**config.mk**
```make
export PLATFORM = sky130hd
export DESIGN_NAME = nibble_serial_adder_ctrl
export DESIGN_NICKNAME = d
export VERILOG_FILES = /design/src/rtl/nibble_serial_adder_ctrl_pkg.sv /design/src/rtl/nibble_serial_adder_ctrl_rca.sv /design/src/rtl/nibble_serial_adder_ctrl.sv
export SDC_FILE = /design/constraint.sdc
export NUM_CORES = 1
export LEC_CHECK = 0
export ABC_AREA = 1
export BUFFER_PORTS_ARGS = -buffer_cell sky130_fd_sc_hd__clkbuf_2
export CORE_MARGIN = 1
export CORE_UTILIZATION = 40
export CTS_CLUSTER_SIZE = 25
export DETAILED_ROUTE_END_ITERATION = 8
export GPL_TIMING_DRIVEN = 0
export SKIP_CTS_REPAIR_TIMING = 1
export SYNTH_ARGS = -nofsm -noshare
export SYNTH_HDL_FRONTEND = slang
export SYNTH_SLANG_ARGS = --single-unit
```
**constraint.sdc**
```tcl
create_clock -name clk -period 7 [get_ports clk]
set_clock_uncertainty 0.15 [all_clocks]
set_input_delay 0.7 -clock clk [delete_from_list [all_inputs] [get_ports clk]]
set_output_delay 0.7 -clock clk [all_outputs]
set_load 0.02 [all_outputs]
```
**src/rtl/nibble_serial_adder_ctrl_pkg.sv**
```systemverilog
// Shared constants for the nibble-serial adder sequencer: state encoding and nibble width.
package nibble_serial_adder_ctrl_pkg;

    localparam logic [1:0] ST_IDLE = 2'd0;
    localparam logic [1:0] ST_RUN  = 2'd1;
    localparam logic [1:0] ST_DONE = 2'd2;

    localparam int NIB_W = 4;

    typedef enum logic [1:0] {
        S_IDLE = ST_IDLE,
        S_RUN  = ST_RUN,
        S_DONE = ST_DONE
    } state_e;

endpackage

```
**src/rtl/nibble_serial_adder_ctrl_rca.sv**
```systemverilog
// 4-bit ripple-carry adder shared by the serial sequencer; purely combinational.
module ripplecarryadder (
    input  logic [3:0] a,
    input  logic [3:0] b,
    input  logic       cin,
    output logic       cout,
    output logic [3:0] s
);

    logic [4:0] c;

    assign c[0] = cin;

    for (genvar i = 0; i < 4; i++) begin : g_bit
        assign s[i]   = a[i] ^ b[i] ^ c[i];
        assign c[i+1] = (a[i] & b[i]) | (c[i] & (a[i] ^ b[i]));
    end

    assign cout = c[4];

endmodule

```
**src/rtl/nibble_serial_adder_ctrl.sv**
```systemverilog
// Adds/subtracts two WIDTH-bit operands one nibble per clock, LSB first, on a single 4-bit adder.
module nibble_serial_adder_ctrl
    import nibble_serial_adder_ctrl_pkg::*;
#(
    parameter int WIDTH = 16
) (
    input  logic             clk,
    input  logic             rst,
    input  logic             start,
    input  logic             sub,
    input  logic [WIDTH-1:0] a,
    input  logic [WIDTH-1:0] b,
    input  logic             cin,
    output logic             busy,
    output logic             done,
    output logic [WIDTH-1:0] sum,
    output logic             cout,
    output logic             ovf
);

    localparam int NIB   = WIDTH / NIB_W;
    localparam int IDX_W = (NIB > 1) ? $clog2(NIB) : 1;
    localparam logic [IDX_W-1:0] IDX_LAST = IDX_W'(NIB - 1);

    state_e           state_q, state_d;
    logic [IDX_W-1:0] idx_q, idx_d;
    logic             carry_q, carry_d;
    logic [WIDTH-1:0] op_a_q, op_a_d;
    logic [WIDTH-1:0] op_b_q, op_b_d;
    logic [WIDTH-1:0] sum_q, sum_d;
    logic             cout_q, cout_d;
    logic             ovf_q, ovf_d;

    logic [31:0]      base;
    logic [NIB_W-1:0] nib_a, nib_b, nib_s;
    logic             add_co;
    logic             accept;

    assign base  = 32'(idx_q) * 32'(NIB_W);
    assign nib_a = op_a_q[base +: NIB_W];
    assign nib_b = op_b_q[base +: NIB_W];

    ripplecarryadder u_rca (
        .a    (nib_a),
        .b    (nib_b),
        .cin  (carry_q),
        .cout (add_co),
        .s    (nib_s)
    );

    // Starts are only honoured when no operation is in flight.
    assign accept = start && (state_q != S_RUN);

    always_comb begin
        state_d = state_q;
        idx_d   = idx_q;
        carry_d = carry_q;
        op_a_d  = op_a_q;
        op_b_d  = op_b_q;
        sum_d   = sum_q;
        cout_d  = cout_q;
        ovf_d   = ovf_q;

        case (state_q)
            S_RUN: begin
                sum_d[base +: NIB_W] = nib_s;
                carry_d = add_co;
                if (idx_q == IDX_LAST) begin
                    cout_d  = add_co;
                    ovf_d   = (op_a_q[WIDTH-1] == op_b_q[WIDTH-1]) && (nib_s[NIB_W-1] != op_a_q[WIDTH-1]);
                    state_d = S_DONE;
                end else begin
                    idx_d = idx_q + 1'b1;
                end
            end
            S_DONE:  state_d = S_IDLE;
            default: state_d = S_IDLE;
        endcase

        if (accept) begin
            state_d = S_RUN;
            op_a_d  = a;
            op_b_d  = sub ? ~b : b;
            carry_d = sub ? 1'b1 : cin;
            idx_d   = '0;
            sum_d   = '0;
            cout_d  = 1'b0;
            ovf_d   = 1'b0;
        end
    end

    always_ff @(posedge clk or posedge rst) begin
        if (rst) begin
            state_q <= S_IDLE;
            idx_q   <= '0;
            carry_q <= 1'b0;
            op_a_q  <= '0;
            op_b_q  <= '0;
            sum_q   <= '0;
            cout_q  <= 1'b0;
            ovf_q   <= 1'b0;
        end else begin
            state_q <= state_d;
            idx_q   <= idx_d;
            carry_q <= carry_d;
            op_a_q  <= op_a_d;
            op_b_q  <= op_b_d;
            sum_q   <= sum_d;
            cout_q  <= cout_d;
            ovf_q   <= ovf_d;
        end
    end

    assign busy = (state_q == S_RUN);
    assign done = (state_q == S_DONE);
    assign sum  = sum_q;
    assign cout = cout_q;
    assign ovf  = ovf_q;

endmodule

```
# Yosys cells after proc, flatten, opt, wreduce, memory -nomap -nowiden
# Index checks and enable logic that the tools add are counted.
# word_totals
ff_bits	55
in_bits	37
# classes
shifts	4
n_bitwise	21
reduce_logical	6
eq_ne	8
muxes	19
addsub	2
# op_table
op	count
$mux W16	3
$neg A4 Y34	1
$shift A4 B34 Y16 const A	1
$shiftx A4 B34 Y16	1
$shiftx A16 B5 Y4	2
$bwmux W16	1
$not A16 Y16	1
$mux W2	6
$mux W1	9
$and A1 B1 Y1	8
$xor A1 B1 Y1	8
$eq A2 B2 Y1 const B	2
$or A1 B1 Y1	4
$reduce_and A2 Y1	2
$reduce_bool A2 Y1	2
$ne A3 B1 Y1 const B	1
$add A2 B1 Y2 const B	1
$eq A2 B1 Y1 const B	1
$logic_and A1 B1 Y1	2
$ne A2 B1 Y1 const B	1
$ne A2 B2 Y1 const B	1
$eq A1 B1 Y1	1
$ne A1 B1 Y1	1

# Depth between registers and ports, before layout
# Gate-level depths: netlist of run 1.
# logic_depth
depth_word	14
depth_mapped	17
ltp_nobuf	16

# By module
# A second synthesis of run 1 with hierarchy kept.
# hier_totals
hier_cells	376
hier_area_um2	2955.3
# modules_own_cells
module	seq_area_each_um2	area_each_um2	cells_per_inst	instances
nibble_serial_adder_ctrl	1376.3	2837.7	362	1
ripplecarryadder	0.0	117.6	14	1

# Least setup slack after synthesis of run 1
# OpenSTA, ideal clock, no wires.
# synth_path
path_type	reg2reg
startpoint	register idx_q[0]
endpoint	register ovf_q, in the netlist ovf
setup_ps	65
required_time_ps	6785
arrival_time_ps	2704
path_buffers	1
slack_ps	4080
path_stages_with_launch	18
cell_sequence	dfrtp_1 > inv_2 > buf_2 > nand2_1 > nand3_1 > nand2_1 > fa_1 > inv_1 > fa_1 > inv_1 > fa_1 > inv_1 > fa_1 > inv_1 > nand3_1 > nand2_1 > nand2_1 > nand2_1
# synth_via
elab_chain_cells	14
elab_cells_between_ends	24
# synth_lines
item	line_no	rtl
start, declared	nibble_serial_adder_ctrl.sv:26	logic [IDX_W-1:0] idx_q, idx_d;
start signal, assigned	nibble_serial_adder_ctrl.sv:104	idx_q <= idx_d;
$shiftx A16 B5 Y4 (on tied branches)	nibble_serial_adder_ctrl.sv:40, nibble_serial_adder_ctrl.sv:41	
$xor A1 B1 Y1	nibble_serial_adder_ctrl_rca.sv:16	assign c[i+1] = (a[i] & b[i]) | (c[i] & (a[i] ^ b[i]));
$and A1 B1 Y1	nibble_serial_adder_ctrl_rca.sv:16	
$or A1 B1 Y1	nibble_serial_adder_ctrl_rca.sv:16	
$and A1 B1 Y1	nibble_serial_adder_ctrl_rca.sv:16	
$or A1 B1 Y1	nibble_serial_adder_ctrl_rca.sv:16	
$and A1 B1 Y1	nibble_serial_adder_ctrl_rca.sv:16	
$or A1 B1 Y1	nibble_serial_adder_ctrl_rca.sv:16	
$xor A1 B1 Y1	nibble_serial_adder_ctrl_rca.sv:15	assign s[i] = a[i] ^ b[i] ^ c[i];
$ne A1 B1 Y1	nibble_serial_adder_ctrl.sv:70	ovf_d = (op_a_q[WIDTH-1] == op_b_q[WIDTH-1]) && (nib_s[NIB_W-1] != op_a_q[WIDTH-1]);
$logic_and A1 B1 Y1	nibble_serial_adder_ctrl.sv:70	
$mux W1	nibble_serial_adder_ctrl.sv:68	if (idx_q == IDX_LAST) begin
$mux W1	nibble_serial_adder_ctrl.sv:64	case (state_q)
$mux W1	nibble_serial_adder_ctrl.sv:80	if (accept) begin
end signal, assigned	nibble_serial_adder_ctrl.sv:110	ovf_q <= ovf_d;
end, declared	nibble_serial_adder_ctrl.sv:32	logic ovf_q, ovf_d;
# Parallel ways exist; a longest one is shown, timed or not. The select of a mux whose other input is x is not followed.
# A chain may end at the register's enable or synchronous reset.

# Final worst setup path of run 1
# layout_path
startpoint	register idx_q[1]
endpoint	register ovf_q, in the netlist ovf
# Same word-level chain as after synthesis.

==> results of run 1 <==
## cell type report
type                       count  area, µm²
fill                         737       3482
tap                           96      120.1
buffer                        17      112.6
timing repair buffer          55      290.3
sequential                    55       1376
inverter                      29      108.9
clock buffer                   6      82.58
clock inverter                 1      5.005
multi-input combinational    252       1254
## power breakdown
group	leakage, nW	total, mW	switching (mW)	internal (mW)
sequential	0.707	0.544	0.0855	0.459
clock	0.0470	0.177	0.0990	0.0779
combinational	1.11	0.881	0.574	0.307
total	1.86	1.60	0.758	0.843
## registers in the layout, summed over array words and instances, names as in the netlist
register  flops
idx_q         2
carry_q       1
state_q       2
ovf           1
cout          1
sum          16
op_b_q       16
op_a_q       16
## synthesized netlist by cell type (all sizes together)
master  instances
nor2           18
ha              4
or2             1
xnor2          16
clkinv          1
o21ai          16
buf            17
dfrtp          55
nand2         131
inv            28
fa              4
o211ai          8
nand3          54
## cell families after synthesis
group,count (synthesis),synth area share (%)
and+or+nand+nor,204,29.57
DFF,55,48.27
buffers and inverters,46,7.766
AOI/OAI and AO/OA,24,4.915
xor gates and xnor gates,16,4.914
adders and majority gates,8,4.564
## per-layer routing
metal	track usage [%]	vias up	part of all wire [%]
met4	4.091	0	0.80
met3	2.952	5	3.1
met1	25.66	1109	50
li1	-	1229	-
met2	31.53	56	46
met5	0	-	0
## metrics by stage
stage          utilization (%)  worst slack [ns]
2_1_floorplan                -             4.080
3_3_place_gp             47.45             3.661
3_5_place_dp             47.75             3.653
4_1_cts                  49.03             3.615
5_1_grt                  49.03             3.369
6_report                 49.03             3.598
## worst min-delay path by stage
stage	to	slack, ns	cells after the start	start
floorplan	op_a_q[11]$_DFFE_PP0P_	0.29	2	op_a_q[11]$_DFFE_PP0P_
global placement	op_a_q[8]$_DFFE_PP0P_	0.31	2	op_a_q[8]$_DFFE_PP0P_
detailed placement	op_a_q[2]$_DFFE_PP0P_	0.31	2	op_a_q[2]$_DFFE_PP0P_
CTS	op_b_q[1]$_DFFE_PP0P_	0.30	2	rst
global route	op_b_q[1]$_DFFE_PP0P_	0.34	2	rst
finish	op_b_q[1]$_DFFE_PP0P_	0.27	2	rst
==> flow_summary.json, run 1 <==
{
  "outcome": "completed",
  "clk-insertion-delay-late_ns": 0.30,
  "ys_top_cells_by_area": "sky130_fd_sc_hd__dfrtp_1 (48%), sky130_fd_sc_hd__nand2_1 (17%), sky130_fd_sc_hd__nand3_1 (9.3%)",
  "place_inst": 504,
  "place_hpwl_mm": 4.768,
  "max-slew-margin-rel_pct": 61.57,
  "grt.total_usage_pct": 18.76,
  "die_h_um": 86.43,
  "horizontal_extent_of_the_die_um": 86.43,
  "cts_tree": "yes",
  "timing.critical_path.fanout_max": 10,
  "finalNetCount": 460,
  "maxSlewViolCount": 0,
  "drv.max_cap_violation_count": 0,
  "worstReg2RegEnd": "ovf$_DFFE_PP0P_",
  "setup_repair_after_global_routing_missed_its_margin": "false",
  "final.hold.worst_slack_ns": 0.2745,
  "post_synth_instance_area_um2": 2851,
  "netlist.top_cell.by_area": "sky130_fd_sc_hd__dfrtp_1",
  "synth.yosys.seq_area_share_pct": 48.27,
  "floorplan.initialDensity_pct": 41.74,
  "critical_path.startpoint": "idx_q[1]$_DFFE_PP0P_",
  "first_global_vias": 2390,
  "slowest_delay_ns": 0.45,
  "post_synth_inst_count": 353,
  "final_min_period_over_clock_period_pct": 48.60,
  "pwr_density_cell_nw_per_um2": 478.2,
  "clock_tree.root_cell": "sky130_fd_sc_hd__clkbuf_8",
  "crit_path_cell_trace": "buf_2, clkinv_1, nand3_1, nand2_1, fa_1, inv_1, fa_1, inv_1, fa_1, inv_1, fa_1, inv_1, nand3_1, nand2_1, nand2_1, nand2_1",
  "hold_viol_final": 0,
  "criticalPathCategory": "flop to flop",
  "worstPathBufferInverterCount": 6,
  "insertedDiodeCount": 0,
  "layout_commonest_cell": "sky130_fd_sc_hd__nand2_1",
  "critical-path-top-delay-family": "adder cells",
  "drive_gt1_share_pct": 20.00,
  "timing.critical_path.to": "ovf$_DFFE_PP0P_",
  "post_synth.cell_area_avg_um2": 8.078,
  "number_of_antenna_violations_at_the_first_check_in_global_routing": 0,
  "critical_path.reg2reg.startpoint": "idx_q[1]$_DFFE_PP0P_",
  "post-synth-top-area-fraction_pct": 48.27,
  "layout.cells.most_common_list": "sky130_fd_sc_hd__nand2_1 (130), sky130_fd_sc_hd__dfrtp_1 (55), sky130_fd_sc_hd__clkbuf_2 (54), sky130_fd_sc_hd__nand3_1 (53), sky130_fd_sc_hd__inv_1 (26)",
  "timing.reg2reg.setup_slack_ns": 3.60,
  "critPathLaunchType": "flop",
  "clock.fmax_ghz": 0.2939,
  "cts_max_level": 2,
  "crit_required_ns": 7.09,
  "synth.distinct_cells": 19,
  "drt-vias-per-instance": 4.695,
  "floorplan.core_area_um2": 6832,
  "i_o_pins": 57,
  "report.final.setup_viol": 0,
  "clkTransAtPathRegs_ns": 0.10,
  "remaining_antenna_violation_count": 0,
  "min-delay-path-class": "primary input to asynchronous set/reset pin",
  "first_pass_grt_wire_length_mm": 11.00,
  "finalSetupTns_ns": 0,
  "final_cells": 511,
  "report.power.total_mw": 1.602,
  "worstMarginPinSlew_ns": 0.5756,
  "cp_num_cells": 16,
  "drt_first_iter_violations": 124,
  "layout_min_cycle_time_ns": 3.402,
  "max-vdd-ir-drop_v": 0.0001827,
  "worst-endpoint-arrival_ns": 3.50,
  "post_drt_wl_per_cell_um": 12.43,
  "numPortBuffers": 54,
  "dpl-instance-area_um2": 3262,
  "place_congestion": 0.8659,
  "cts.sink_count": 55,
  "detail_route.first_pass.iterations": 4,
  "yosys_warnings": 0,
  "layout-area-overhead-vs-synth_pct": 17.46,
  "cts_buffer_depth": 2,
  "grt_remaining_overflow": 0,
  "drc": 0,
  "leakage_nw": 1.865,
  "cts_made_buffers": 5,
  "ff2ff_path_depth": 16,
  "crit_path_top_delay_cell": "sky130_fd_sc_hd__fa_1",
  "post-route-cell-area_um2": 3349,
  "total_number_of_placement_rows": 30,
  "detail_route.wirelength_mm": 6.351,
  "yosys_reg_bits": 55,
  "critical_path.endpoint_type": "flop",
  "synth_fp_nets": 398,
  "die-area_um2": 7470,
  "grt_max_degree": 30,
  "detailed_route_via_count": 2399
}
Note: power is estimated with default switching activity, not from simulation.
==> inputs of run 2 (changes only) <==
==> constraint.sdc (replaced) <==
create_clock -name clk -period 3.1 [get_ports clk]
set_clock_uncertainty 0.15 [all_clocks]
set_input_delay 0.31 -clock clk [delete_from_list [all_inputs] [get_ports clk]]
set_output_delay 0.31 -clock clk [all_outputs]
set_load 0.02 [all_outputs]
==> run 2 against run 1 <==
First-iteration DRC count shrank 11%. Total power grew to 2.5 times the previous value. Core utilization grew 3.8 points. Combinational power grew to 2.7 times the previous value. Critical path type unchanged. Largest cell class unchanged.
==> flow_summary.json, run 2 (same netlist as run 1, synthesis figures left out) <==
{
  "outcome": "completed",
  "place_inst": 504,
  "cts_tree": "yes",
  "report.power.total_mw": 4.053,
  "detail_route.first_pass.iterations": 4,
  "insertedDiodeCount": 0,
  "clock_tree.root_cell": "sky130_fd_sc_hd__clkbuf_8",
  "floorplan.initialDensity_pct": 41.74,
  "drv.max_cap_violation_count": 0,
  "crit_required_ns": 3.15,
  "clkTransAtPathRegs_ns": 0.09,
  "worstMarginPinSlew_ns": 0.5800,
  "cts_max_level": 2,
  "remaining_antenna_violation_count": 0,
  "die_h_um": 86.43,
  "place_hpwl_mm": 4.768,
  "drive_gt1_share_pct": 26.90,
  "postLayoutSetupSlackWorst_ns": 0.1073,
  "drt_first_iter_violations": 110,
  "layout-area-overhead-vs-synth_pct": 26.68,
  "final_cells": 531,
  "pwr_density_cell_nw_per_um2": 1122,
  "fin_util_pct": 52.88,
  "drt-vias-per-instance": 4.655,
  "numPortBuffers": 54,
  "die-area_um2": 7470,
  "clock.fmax_ghz": 0.3341,
  "critPathLaunchType": "flop",
  "finalNetCount": 480,
  "detailed_route_via_count": 2472,
  "final.hold.worst_slack_ns": 0.07153,
  "layout_commonest_cell": "sky130_fd_sc_hd__nand2_1",
  "report.final.setup_viol": 0,
  "timing.critical_path.fanout_max": 7,
  "min-delay-path-class": "primary input to flop",
  "i_o_pins": 57,
  "cts.sink_count": 55,
  "drc": 0,
  "grt.total_usage_pct": 18.76,
  "post-route-cell-area_um2": 3612,
  "number_of_antenna_violations_at_the_first_check_in_global_routing": 0,
  "leakage_nw": 1.980,
  "max-slew-margin-rel_pct": 61.28,
  "floorplan.core_area_um2": 6832,
  "layout.cells.most_common_list": "sky130_fd_sc_hd__nand2_1 (127), sky130_fd_sc_hd__dfrtp_1 (54), sky130_fd_sc_hd__clkbuf_2 (54), sky130_fd_sc_hd__nand3_1 (50), sky130_fd_sc_hd__inv_1 (23)",
  "post_drt_wl_per_cell_um": 12.73,
  "dpl-instance-area_um2": 3262,
  "wl_met1_mm": 3.245,
  "horizontal_extent_of_the_die_um": 86.43,
  "maxSlewViolCount": 0,
  "layout_min_cycle_time_ns": 2.993,
  "critical_path.endpoint_type": "flop",
  "first_global_vias": 2390,
  "hold_viol_final": 0,
  "met2_wire_length_mm": 3.206,
  "max-vdd-ir-drop_v": 0.0004870,
  "detail_route.wirelength_mm": 6.760,
  "final_min_period_over_clock_period_pct": 96.54,
  "topRoutingLayerUsed": "met4",
  "grt_max_degree": 30,
  "worst-endpoint-arrival_ns": 3.04,
  "finalSetupTns_ns": 0,
  "total_number_of_placement_rows": 30,
  "grt_remaining_overflow": 0,
  "cts_made_buffers": 5,
  "cts_buffer_depth": 2,
  "criticalPathCategory": "flop to flop",
  "place_worst_setup_slack_ns": -0.2474,
  "first_pass_grt_wire_length_mm": 11.00,
  "place_congestion": 0.8659,
  "detailed_route_wirelength_on_metal3_um": 254,
  "clk-insertion-delay-late_ns": 0.31
}
[run 2: path summary, 6_finish.rpt]
| path | cells after the start | end | startpoint | slack (ns) |
|---|---|---|---|---|
| max | 15 | ovf$_DFFE_PP0P_ | idx_q[0]$_DFFE_PP0P_ | 0.11 |
| min reg2reg | 2 | op_a_q[3]$_DFFE_PP0P_ | op_a_q[3]$_DFFE_PP0P_ | 0.33 |
| min in group asynchronous | 3 | op_b_q[1]$_DFFE_PP0P_ | rst | 0.44 |
| min | 3 | op_a_q[10]$_DFFE_PP0P_ | a[10] | 0.07 |
| max reg2reg | 15 | ovf$_DFFE_PP0P_ | idx_q[0]$_DFFE_PP0P_ | 0.11 |
| max in group asynchronous | 4 | idx_q[0]$_DFFE_PP0P_ | rst | 1.79 |
[run 2: cell type report]
cell class	instances	area [µm²]
clock inverter	1	5.005
sequential	55	1378
multi-input combinational	252	1286
clock buffer	6	82.58
buffer	17	145.1
fill	707	3219
inverter	29	117.6
timing repair buffer	75	478.0
tap	96	120.1
[run 2: worst max-delay path: stages, from the launching register on]
cell and delay (ns):
sky130_fd_sc_hd__dfrtp_2 0.47, sky130_fd_sc_hd__clkinv_4 0.12, sky130_fd_sc_hd__buf_8 0.15, sky130_fd_sc_hd__buf_4 0.13
sky130_fd_sc_hd__o211ai_1 0.19, sky130_fd_sc_hd__nand2_1 0.13, sky130_fd_sc_hd__fa_2 0.38, sky130_fd_sc_hd__inv_1 0.07
sky130_fd_sc_hd__fa_2 0.19, sky130_fd_sc_hd__inv_2 0.04, sky130_fd_sc_hd__fa_2 0.58, sky130_fd_sc_hd__inv_2 0.07
sky130_fd_sc_hd__nand3_2 0.06, sky130_fd_sc_hd__nand2_2 0.05, sky130_fd_sc_hd__nand2_1 0.06, sky130_fd_sc_hd__nand2_1 0.05
[run 2: routing by layer]
| metal | up-vias | global-route usage (%) |
|---|---|---|
| li1 | 1273 | - |
| met1 | 1134 | 25.66 |
| met2 | 60 | 31.53 |
| met3 | 5 | 2.952 |
| met4 | 0 | 4.091 |
| met5 | - | 0 |
[run 2: power breakdown]
part	switching (mW)	internal [mW]	total (mW)	leakage (nW)
registers	0.201	1.04	1.24	0.706
logic	1.44	0.979	2.42	1.23
clock network	0.222	0.176	0.397	0.0470
total	1.86	2.19	4.05	1.98
